`config.mk`:
```
export PLATFORM = sky130hd
export DESIGN_NAME = inst_fetch_queue_flat
export DESIGN_NICKNAME = d
export VERILOG_FILES = /design/src/rtl/inst_fetch_queue_if.sv /design/src/rtl/inst_fetch_queue.sv /design/src/flat_wrapper.sv
export SDC_FILE = /design/constraint.sdc
export NUM_CORES = 1
export LEC_CHECK = 0
export CORE_AREA = 2 2 139 141
export CTS_CLUSTER_SIZE = 40
export DETAILED_ROUTE_END_ITERATION = 10
export DIE_AREA = 0 0 141 143
export HOLD_SLACK_MARGIN = 0.05
export PLACE_DENSITY = 0.78
export SLEW_MARGIN = 20
export SYNTH_ARGS = -nofsm -noshare
export SYNTH_HDL_FRONTEND = slang
export SYNTH_SLANG_ARGS = --single-unit
```
`constraint.sdc`:
```
create_clock -name clk -period 3.5 [get_ports clk]
set_input_delay 0.7 -clock clk [delete_from_list [all_inputs] [get_ports clk]]
set_output_delay 0.7 -clock clk [all_outputs]
set_load 0.02 [all_outputs]
```
`src/rtl/inst_fetch_queue_if.sv`:
```
// Fetch-to-decode handshake bundle for inst_fetch_queue: push side (in_*), pop side (out_*) and occupancy.
interface inst_fetch_queue_if #(
   parameter int unsigned CNT_W = 3
);
   logic             in_valid;
   logic             in_ready;
   logic [31:0]      in_pc;
   logic [31:0]      in_instr;
   logic             in_adef;
   logic             out_valid;
   logic             out_ready;
   logic [31:0]      out_pc;
   logic [31:0]      out_instr;
   logic             out_adef;
   logic [CNT_W-1:0] count;

   modport master (
      output in_valid, in_pc, in_instr, in_adef, out_ready,
      input  in_ready, out_valid, out_pc, out_instr, out_adef, count
   );

   modport slave (
      input  in_valid, in_pc, in_instr, in_adef, out_ready,
      output in_ready, out_valid, out_pc, out_instr, out_adef, count
   );
endinterface

```
`src/rtl/inst_fetch_queue.sv`:
```
// Circular instruction queue between fetch and decode, with flush and synchronous active-low reset.
// Optional macro IFQ_BYPASS_EN: an empty queue forwards the incoming instruction in the same cycle.
module inst_fetch_queue #(
   parameter int unsigned DEPTH = 4,
   parameter int unsigned CNT_W = 3
) (
   input  logic                clk,
   input  logic                rstn,
   input  logic                flush,
   inst_fetch_queue_if.slave   bus
);
   localparam int unsigned PTR_W = $clog2(DEPTH);

   typedef struct packed {
      logic [31:0] pc;
      logic [31:0] instr;
      logic        adef;
   } entry_t;

   typedef enum logic [1:0] {
      ST_EMPTY,
      ST_PARTIAL,
      ST_FULL
   } state_t;

   state_t           r_state;
   state_t           w_state_nxt;
   logic [CNT_W-1:0] r_count;
   logic [CNT_W-1:0] w_count_nxt;
   logic [PTR_W-1:0] r_rd_ptr;
   logic [PTR_W-1:0] r_wr_ptr;
   entry_t           r_mem [DEPTH];
   entry_t           w_in_entry;
   entry_t           w_head;
   logic             w_in_ready;
   logic             w_push;
   logic             w_pop;

   assign w_in_entry.pc    = bus.in_pc;
   assign w_in_entry.instr = bus.in_instr;
   assign w_in_entry.adef  = bus.in_adef;
   assign w_head           = r_mem[r_rd_ptr];

   // No push-through when full; nothing is accepted in a flush cycle.
   assign w_in_ready = (r_state != ST_FULL) && !flush;
   assign w_pop      = (r_state != ST_EMPTY) && bus.out_ready && !flush;

`ifdef IFQ_BYPASS_EN
   logic w_bypass;

   assign w_bypass      = (r_state == ST_EMPTY) && bus.in_valid && !flush;
   // A bypassed instruction consumed the same cycle is never stored.
   assign w_push        = bus.in_valid && w_in_ready && !(w_bypass && bus.out_ready);
   assign bus.out_valid = (r_state != ST_EMPTY) || w_bypass;
   assign bus.out_pc    = w_bypass ? w_in_entry.pc    : w_head.pc;
   assign bus.out_instr = w_bypass ? w_in_entry.instr : w_head.instr;
   assign bus.out_adef  = w_bypass ? w_in_entry.adef  : w_head.adef;
`else
   assign w_push        = bus.in_valid && w_in_ready;
   assign bus.out_valid = (r_state != ST_EMPTY);
   assign bus.out_pc    = w_head.pc;
   assign bus.out_instr = w_head.instr;
   assign bus.out_adef  = w_head.adef;
`endif

   assign bus.in_ready = w_in_ready;
   assign bus.count    = r_count;

   // Occupancy next-state: flush clears, push/pop adjust count, state follows count.
   always_comb begin
      w_count_nxt = r_count;
      w_state_nxt = r_state;
      if (flush) begin
         w_count_nxt = '0;
      end else if (w_push && !w_pop) begin
         w_count_nxt = r_count + CNT_W'(1);
      end else if (w_pop && !w_push) begin
         w_count_nxt = r_count - CNT_W'(1);
      end
      if (w_count_nxt == '0) begin
         w_state_nxt = ST_EMPTY;
      end else if (w_count_nxt == CNT_W'(DEPTH)) begin
         w_state_nxt = ST_FULL;
      end else begin
         w_state_nxt = ST_PARTIAL;
      end
   end

   always_ff @(posedge clk) begin
      if (!rstn) begin
         r_state  <= ST_EMPTY;
         r_count  <= '0;
         r_rd_ptr <= '0;
         r_wr_ptr <= '0;
      end else begin
         r_state <= w_state_nxt;
         r_count <= w_count_nxt;
         if (flush) begin
            r_rd_ptr <= '0;
            r_wr_ptr <= '0;
         end else begin
            if (w_push) r_wr_ptr <= r_wr_ptr + PTR_W'(1);
            if (w_pop)  r_rd_ptr <= r_rd_ptr + PTR_W'(1);
         end
      end
   end

   // Storage is deliberately left out of reset.
   always_ff @(posedge clk) begin
      if (rstn && w_push) begin
         r_mem[r_wr_ptr] <= w_in_entry;
      end
   end
endmodule

```
`src/flat_wrapper.sv`:
```
// flat-port wrapper written by rule: the top's interface ports become plain ports
module inst_fetch_queue_flat 
#(
   parameter int unsigned DEPTH = 4,
   parameter int unsigned CNT_W = 3
)
  (clk, rstn, flush, bus_in_valid, bus_in_pc, bus_in_instr, bus_in_adef, bus_out_ready, bus_in_ready, bus_out_valid, bus_out_pc, bus_out_instr, bus_out_adef, bus_count);
  inst_fetch_queue_if #(.CNT_W(CNT_W)) bus_i ();
  input  logic clk;
  input  logic rstn;
  input  logic flush;
  input wire logic [$bits(bus_i.in_valid)-1:0] bus_in_valid;
  input wire logic [$bits(bus_i.in_pc)-1:0] bus_in_pc;
  input wire logic [$bits(bus_i.in_instr)-1:0] bus_in_instr;
  input wire logic [$bits(bus_i.in_adef)-1:0] bus_in_adef;
  input wire logic [$bits(bus_i.out_ready)-1:0] bus_out_ready;
  output wire logic [$bits(bus_i.in_ready)-1:0] bus_in_ready;
  output wire logic [$bits(bus_i.out_valid)-1:0] bus_out_valid;
  output wire logic [$bits(bus_i.out_pc)-1:0] bus_out_pc;
  output wire logic [$bits(bus_i.out_instr)-1:0] bus_out_instr;
  output wire logic [$bits(bus_i.out_adef)-1:0] bus_out_adef;
  output wire logic [$bits(bus_i.count)-1:0] bus_count;
  assign bus_i.in_valid = bus_in_valid;
  assign bus_i.in_pc = bus_in_pc;
  assign bus_i.in_instr = bus_in_instr;
  assign bus_i.in_adef = bus_in_adef;
  assign bus_i.out_ready = bus_out_ready;
  assign bus_in_ready = bus_i.in_ready;
  assign bus_out_valid = bus_i.out_valid;
  assign bus_out_pc = bus_i.out_pc;
  assign bus_out_instr = bus_i.out_instr;
  assign bus_out_adef = bus_i.out_adef;
  assign bus_count = bus_i.count;
  inst_fetch_queue #(.DEPTH(DEPTH), .CNT_W(CNT_W)) u_core (.clk(clk), .rstn(rstn), .flush(flush), .bus(bus_i));
endmodule
```
After elaboration in Yosys (flattened, before gate mapping):

Memory sizes are Yosys's and may differ from the RTL's. A register that Yosys moved wholly into a read port is not among the register bits.
Index checks and enable logic that the tools add are counted.

* $add $sub $neg: 4
* eq/ne operators: 2
* muxes and demuxes: 8
* bitwise logic cells: 1
* reduce and logical (&&, ||, !) cells: 14

Operators with widths (number)
* 2-to-1 mux 3 bit: 3
* logical AND 1 bit: 7
* 2-to-1 mux 2 bit: 3
* adder 2 x 1 -> 2 bit (second input constant): 2
* OR reduction 2 bit: 2
* adder 3 x 1 -> 3 bit (second input constant): 1
* equality test 3 bit (second input constant): 1
* logical NOT 1 bit: 3
* logical NOT 3 bit: 1
* subtractor 3 x 1 -> 3 bit (second input constant): 1
* 2-to-1 mux 1 bit: 2
* != test 2 bit (second input constant): 1
* nonzero test 2 bit: 1
* NOT 1 bit: 1

* flip-flop bits (word level): 9
* bits in writable memories: 260
* input bits: 70
* output and inout port bits: 70
* logic and storage cells: 34
* memories kept: 1

Memories
* u_core.r_mem: words 4, bits a word 65, read ports 1, clocked after memory_dff 1, write ports 1, line inst_fetch_queue.sv:32 `entry_t r_mem [DEPTH];`

Depth between registers and ports, before layout:

Gate-level depths: netlist of run 1.

* depth after elaboration: 10
* gate-level depth with buffers: 6
* gate-level depth less buffers: 6

Worst setup path before layout of run 1:

OpenSTA, ideal clock, no wires.

* kind: input-to-reg
* start: input port flush
* end: memory u_core.r_mem[0][0] (netlist name), enable pin
* setup time: 430 ps
* arrival time: 2766 ps
* data required time: 3070 ps
* path slack: 304 ps
* cell stages on the path: 3
* path buffers: 0
* cells stage by stage: nand2b_1 -> nor2_1 -> and3_1

* word-level cells in the longest chain between the ends: 6

RTL lines
* start: declaration: line flat_wrapper.sv:11 `input logic flush;`
* logical NOT 1 bit: line inst_fetch_queue.sv:45 `assign w_in_ready = (r_state != ST_FULL) && !flush;`
* logical AND 1 bit: line inst_fetch_queue.sv:45
* logical AND 1 bit: line inst_fetch_queue.sv:59 `assign w_push = bus.in_valid && w_in_ready;`
* logical AND 1 bit: line inst_fetch_queue.sv:110 `if (rstn && w_push) begin`
* 2-to-1 mux 1 bit: line inst_fetch_queue.sv:110
* 2-to-1 mux 1 bit (not written as such): line inst_fetch_queue.sv:111 `r_mem[r_wr_ptr] <= w_in_entry;`
* end: declaration: line inst_fetch_queue.sv:32

No other way between the ends.

==> impl_metrics.json, run 1 <==
{
  "critPathKind": "flop to output port",
  "place_ws_ns": 0.512,
  "nNetsFinal": 653,
  "required_ns": 2.80,
  "synth_top_area_share_pct": 78.5,
  "cts_resized": 0,
  "routed_wl_um": 18500,
  "grt_max_degree": 46,
  "setup_ws_ns": 0.267,
  "root_buffer": "clkbuf_16",
  "ir_drop_uv": 407,
  "grt_pass1_vias": 5081,
  "cts_tree": "done",
  "fp-row-count": 50,
  "syn_to_final_growth_pct": 28.0,
  "path_cells": "buf_12 > mux4_2 > clkdlybuf4s50_1",
  "boundaryPins": 140,
  "synth_top_cell_by_area": "edfxtp_1",
  "async_flop_share_pct": 0,
  "initialDrtViolationCount": 247,
  "cap_violations": 0,
  "grt_overflow_total": 0,
  "cts_setup_buffers": 0,
  "synthFlopType": "edfxtp_1",
  "worst_pin_slew_ns": 0.839,
  "gp_congestion": 0.795,
  "p_seq_share_pct": 53.2,
  "drc": 0,
  "synth_edf_count": 260,
  "max-slew-margin-rel_pct": 42.7,
  "viasPerCell": 5.62,
  "intPower_w": 0.00546,
  "ys_ff_latch": 271,
  "cp_slowest_cell": "dfxtp_4",
  "wl_per_cell_um": 22.3,
  "power_frac_clock_pct": 42.8,
  "rsz0062_at_grt": "no",
  "vias": 4679,
  "initial_utilization_pct": 53.5,
  "ys_types": 30,
  "netlist_top_cells_area": "edfxtp_1 (79%), mux4_2 (15%), dfxtp_1 (2.2%)",
  "path_clk_slew_ns": 0.06,
  "grt_usage_pct": 18.8,
  "drtPass1Iterations": 4,
  "hold_class": "flop to flop",
  "slowest_delay_ns": 0.58,
  "yosysSeqAreaShare_pct": 80.7,
  "die_h_um": 143,
  "die_area_mm2": 0.0202,
  "status": "finished clean",
  "fmax_mhz": 309,
  "h-tree-depth": 1,
  "p_leak_nw": 4.02,
  "drv_slew": 0,
  "dp_cells": 781,
  "critPathTopFamily": "buffers and inverters",
  "fp.dieW_um": 141,
  "drive_gt1_share_pct": 22.9,
  "min_period_ns": 3.23,
  "cts_made_buffers": 28,
  "arrival_ns": 2.53,
  "grt_pass1_wl_um": 28700,
  "syn_nets": 482,
  "portBuffers": 139,
  "syn_area_per_cell_um2": 24.5,
  "cp-end-kind": "output port",
  "clkLatencyLatePin_ns": 0.52,
  "cts_hold_buffers": 0,
  "ant_nets": 0,
  "timing.final.crit_share_pct": 92.4,
  "synthCells": 406,
  "path_buf_inv": 2,
  "syn_area_mm2": 0.00994,
  "clock_skew_ns": 0.00770,
  "clock_sinks": 271,
  "power_density_mw_per_mm2": 531,
  "synth_warnings": 0,
  "synth_common_cells": "edfxtp_1 (260), mux4_2 (65), dfxtp_1 (11), inv_1 (8), buf_2 (7)",
  "yosysMostFrequentCell": "edfxtp_1",
  "clockBufferDepth": 3,
  "hold_viol_final": 0,
  "tns_ns": 0,
  "dp_hpwl_um": 11800,
  "start_kind": "flop",
  "power_switching_w": 0.00130,
  "switching_share_pct": 19.3,
  "placeableCoreArea_mm2": 0.0186,
  "combPwrFrac_pct": 4.1,
  "antenna_found_initial": 0,
  "finalSetupViolCount": 0,
  "fin_cells": 833,
  "crit_fanout": 25
}
## stage by stage
| stage | cell area [um2] | utilization [%] | total power (W) | hold WS [ns] |
|---|---|---|---|---|
| 6_report | 12700 | 68.5 | 0.00676 | 0.536 |
| 5_1_grt | 12700 | 68.5 | 0.00696 | 0.580 |
| 4_1_cts | 12700 | 68.5 | 0.00682 | 0.537 |
| 3_5_place_dp | 11800 | 63.6 | 0.00394 | 0.518 |
| 3_3_place_gp | 11800 | 63.6 | 0.00393 | 0.509 |
| 2_1_floorplan | 9940 | - | 0.00375 | 0.485 |
## power by group through the flow
stage | clock network [W] | logic [W] | registers, W
after detailed placement | 0 | 0.000277 | 0.00366
after global routing | 0.00307 | 0.000293 | 0.00360
after floorplan | 0 | 0.0000910 | 0.00366
after global placement | 0 | 0.000268 | 0.00366
final | 0.00289 | 0.000275 | 0.00359
after CTS | 0.00295 | 0.000278 | 0.00359
## cell usage in the layout, fill, tap and decap left out, types with 3 or more instances in the layout
| cell | count |
|---|---|
| clkinv_1 | 5 |
| and3_4 | 4 |
| clkinv_2 | 8 |
| buf_12 | 8 |
| mux4_2 | 65 |
| a2111oi_0 | 4 |
| ha_1 | 6 |
| dfxtp_1 | 9 |
| edfxtp_1 | 260 |
| clkdlybuf4s50_1 | 139 |
| clkbuf_1 | 3 |
| nor3_1 | 3 |
| bufinv_16 | 3 |
| inv_1 | 8 |
| buf_4 | 9 |
| nor2_1 | 6 |
| clkbuf_16 | 29 |
## logic make-up (layout without fill, tap and decap cells)
group           count (synthesis)  after routing  synth area share [%]
mux                            67             67                  14.9
flops                         271            271                  80.7
buf+inv                        23            215                 0.956
fa+ha+maj                       6              6                 0.755
compound gates                 15             15                  1.23
xor+xnor                        2              2                 0.176
simple gates                   22             22                  1.21
other cells                     0              1                     0
## path summary, 6_finish.rpt
| path | start | slack [ns] | cells after the start | endpoint |
|---|---|---|---|---|
| max | flop | 0.27 | 3 | bus_out_pc[30] |
| min | u_core.r_rd_ptr[1] | 0.54 | 2 | u_core.r_rd_ptr[1] |
| max reg2reg | u_core.r_state[0] | 1.33 | 4 | u_core.r_mem[3][14] |
| min reg2reg | u_core.r_rd_ptr[1] | 0.54 | 2 | u_core.r_rd_ptr[1] |
## layout make-up
| class | instances | area (um2) |
|---|---|---|
| Multi-Input combinational cell | 112 | 1840 |
| Fill cell | 1152 | 5850 |
| Sequential cell | 271 | 8040 |
| Clock inverter | 19 | 174 |
| Antenna cell | 1 | 2.50 |
| Timing Repair Buffer | 156 | 1620 |
| Clock buffer | 32 | 737 |
| Inverter | 8 | 30.0 |
| Tap cell | 234 | 293 |
## layer usage
metal	part of all wire, %	vias up	global-route usage (%)
met2	51	160	31.9
met1	41	2405	25.0
li1	-	2077	-
met3	5.8	37	3.99
met4	2.4	0	5.68
met5	0	-	0
## state kept, by name, summed over array words and instances, names as in the netlist, named ones only
signal	flops
u_core.r_rd_ptr	2
u_core.r_wr_ptr	2
u_core.bus.count	3
u_core.r_state	2
u_core.r_mem	260
## worst reg2reg max path: cells and delay by family, from the launching register on
kind | cells | cell delay (ns)
DFF | 1 | 0.55
buffers and inverters | 1 | 0.29
and+or+nand+nor | 3 | 1.03
(Power assumes the default switching activity.)
==> run 2, diff against run 1 <==
==> constraint.sdc (replaced) <==
create_clock -name clk -period 3.5 [get_ports clk]
set_input_delay 0.525 -clock clk [delete_from_list [all_inputs] [get_ports clk]]
set_output_delay 0.525 -clock clk [all_outputs]
set_load 0.02 [all_outputs]
==> run 2 against run 1 <==
  * Combinational power about the same
  * Non-clock buffer count unchanged
  * Sequential share of layout area increased by 0.30 points
  * Critical path type unchanged
  * Count of clock-buffer cells in the layout increased by 5
==> impl_metrics.json, run 2 (synthesis results as in run 1) <==
{
  "status": "finished clean",
  "cts_setup_buffers": 0,
  "arrival_ns": 2.61,
  "layout_commonest_cell": "edfxtp_1",
  "cp_slowest_cell": "dfxtp_4",
  "cp-end-kind": "output port",
  "initialDrtViolationCount": 350,
  "dp_cells": 781,
  "root_buffer": "clkbuf_16",
  "boundaryPins": 140,
  "viasPerCell": 5.61,
  "critPathKind": "flop to output port",
  "die_h_um": 143,
  "finalSetupViolCount": 0,
  "grt_pass1_vias": 5132,
  "hold_viol_final": 0,
  "vias": 4658,
  "cts_hold_buffers": 0,
  "p_leak_nw": 3.99,
  "die_area_mm2": 0.0202,
  "max-slew-margin-rel_pct": 42.9,
  "min_period_ns": 3.14,
  "grt_pass1_wl_um": 29200,
  "tns_ns": 0,
  "placeableCoreArea_mm2": 0.0186,
  "switching_share_pct": 18.6,
  "dr.max_layer_used": "met4",
  "largest_register_ffs": 260,
  "fp.dieW_um": 141,
  "path_clk_slew_ns": 0.06,
  "hold_class": "flop to flop",
  "worst_pin_slew_ns": 0.836,
  "fin_cells": 830,
  "cts_resized": 0,
  "cts_tree": "done",
  "start_kind": "flop",
  "drtPass1Iterations": 4,
  "crit_fanout": 23,
  "grt_overflow_total": 0,
  "wirelength_met1_um": 7540,
  "wl_per_cell_um": 22.6,
  "clockBufferDepth": 3,
  "combPwrFrac_pct": 4.2,
  "portBuffers": 139,
  "timing.final.crit_share_pct": 89.6,
  "drive_gt1_share_pct": 22.0,
  "rsz0062_at_grt": "no",
  "required_ns": 2.97,
  "gp_congestion": 0.817,
  "cts_made_buffers": 27,
  "layout_common_cells": "edfxtp_1 (260), clkdlybuf4s50_1 (139), mux4_2 (65)",
  "syn_to_final_growth_pct": 27.4,
  "power_switching_w": 0.00124,
  "antenna_found_initial": 1,
  "slowest_delay_ns": 0.68,
  "initial_utilization_pct": 53.5,
  "fp-row-count": 50,
  "ir_drop_uv": 486,
  "drv_slew": 0,
  "clock_skew_ns": 0.0119,
  "p_seq_share_pct": 54.1,
  "regMostFlops": "u_core.r_mem",
  "clkLatencyLatePin_ns": 0.52,
  "drc": 0,
  "power_frac_clock_pct": 41.7,
  "path_cells": "buf_4 > mux4_2 > clkdlybuf4s50_1",
  "clock_sinks": 271,
  "ant_nets": 0,
  "fmax_mhz": 319,
  "grt_max_degree": 34,
  "intPower_w": 0.00541,
  "dr_wl_met2_um": 9860,
  "dp_hpwl_um": 12100,
  "routed_wl_um": 18800,
  "grt_usage_pct": 19.1,
  "nNetsFinal": 652,
  "power_density_mw_per_mm2": 524,
  "cap_violations": 0,
  "wl_met3_um": 918,
  "h-tree-depth": 1
}
-- run 2: changes by cell type in the layout (fill, tap and decap cells not counted), sizes merged --
cell and delta:
clkinvlp -1, clkinv -7, clkbuf +5
-- run 2: cell type report --
| type | instances | area [um2] |
|---|---|---|
| diodes | 1 | 2.50 |
| clock buffers | 37 | 733 |
| clock inverters | 11 | 130 |
| fillers | 1120 | 5910 |
| inverters | 8 | 30.0 |
| multi-input cells | 112 | 1840 |
| flip-flops and latches | 271 | 8040 |
| well taps | 234 | 293 |
| repair buffers | 156 | 1610 |
-- run 2: metal layers --
layer	global-route usage, %	vias to the layer above
li1	-	2089
met2	32.6	135
met5	0	-
met3	3.42	32
met1	25.5	2402
met4	6.26	0
-- run 2: power groups by stage --
stage	Combinational, W	Clock, W	Sequential (W)
floorplan	0.0000910	0	0.00366
global placement	0.000269	0	0.00366
detailed placement	0.000277	0	0.00366
CTS	0.000279	0.00283	0.00360
global route	0.000294	0.00298	0.00360
finish	0.000277	0.00277	0.00360
-- run 2: path summary, 6_finish.rpt --
kind	end	slack, ns	start	depth (start not counted)
max reg2reg	u_core.r_mem[0][64]	1.32	u_core.r_state[0]	4
max	bus_out_pc[27]	0.36	flop	3
min	flop	0.54	u_core.r_rd_ptr[0]	2
min reg2reg	flop	0.54	u_core.r_rd_ptr[0]	2
-- run 2: critical path, delay by kind of cell, from the launching register on --
kind | cells | cell delay (ns)
buffers and inverters | 2 | 0.88
muxes | 1 | 0.54
DFF | 1 | 0.68
-- run 2: metrics by stage --
step	power (W)	setup slack, ns	utilization (%)	hold slack [ns]	area (um2)
final	0.00664	0.363	68.2	0.542	12700
after global routing	0.00687	0.194	68.2	0.584	12700
after CTS	0.00670	0.287	68.2	0.531	12700
after detailed placement	0.00394	0.670	63.5	0.516	11800
after global placement	0.00393	0.768	63.5	0.496	11800
after floorplan	0.00375	0.479	-	0.485	9940
==> run 3, diff against run 2 <==
--- a/config.mk
+++ b/config.mk
@@ -11,7 +11,7 @@
 export DIE_AREA = 0 0 141 143
 export HOLD_SLACK_MARGIN = 0.05
 export PLACE_DENSITY = 0.78
-export SLEW_MARGIN = 20
+export SLEW_MARGIN = 30
 export SYNTH_ARGS = -nofsm -noshare
 export SYNTH_HDL_FRONTEND = slang
 export SYNTH_SLANG_ARGS = --single-unit
==> results of run 3 <==
The final DEF is identical to that of run 2; final timing and power are the same.
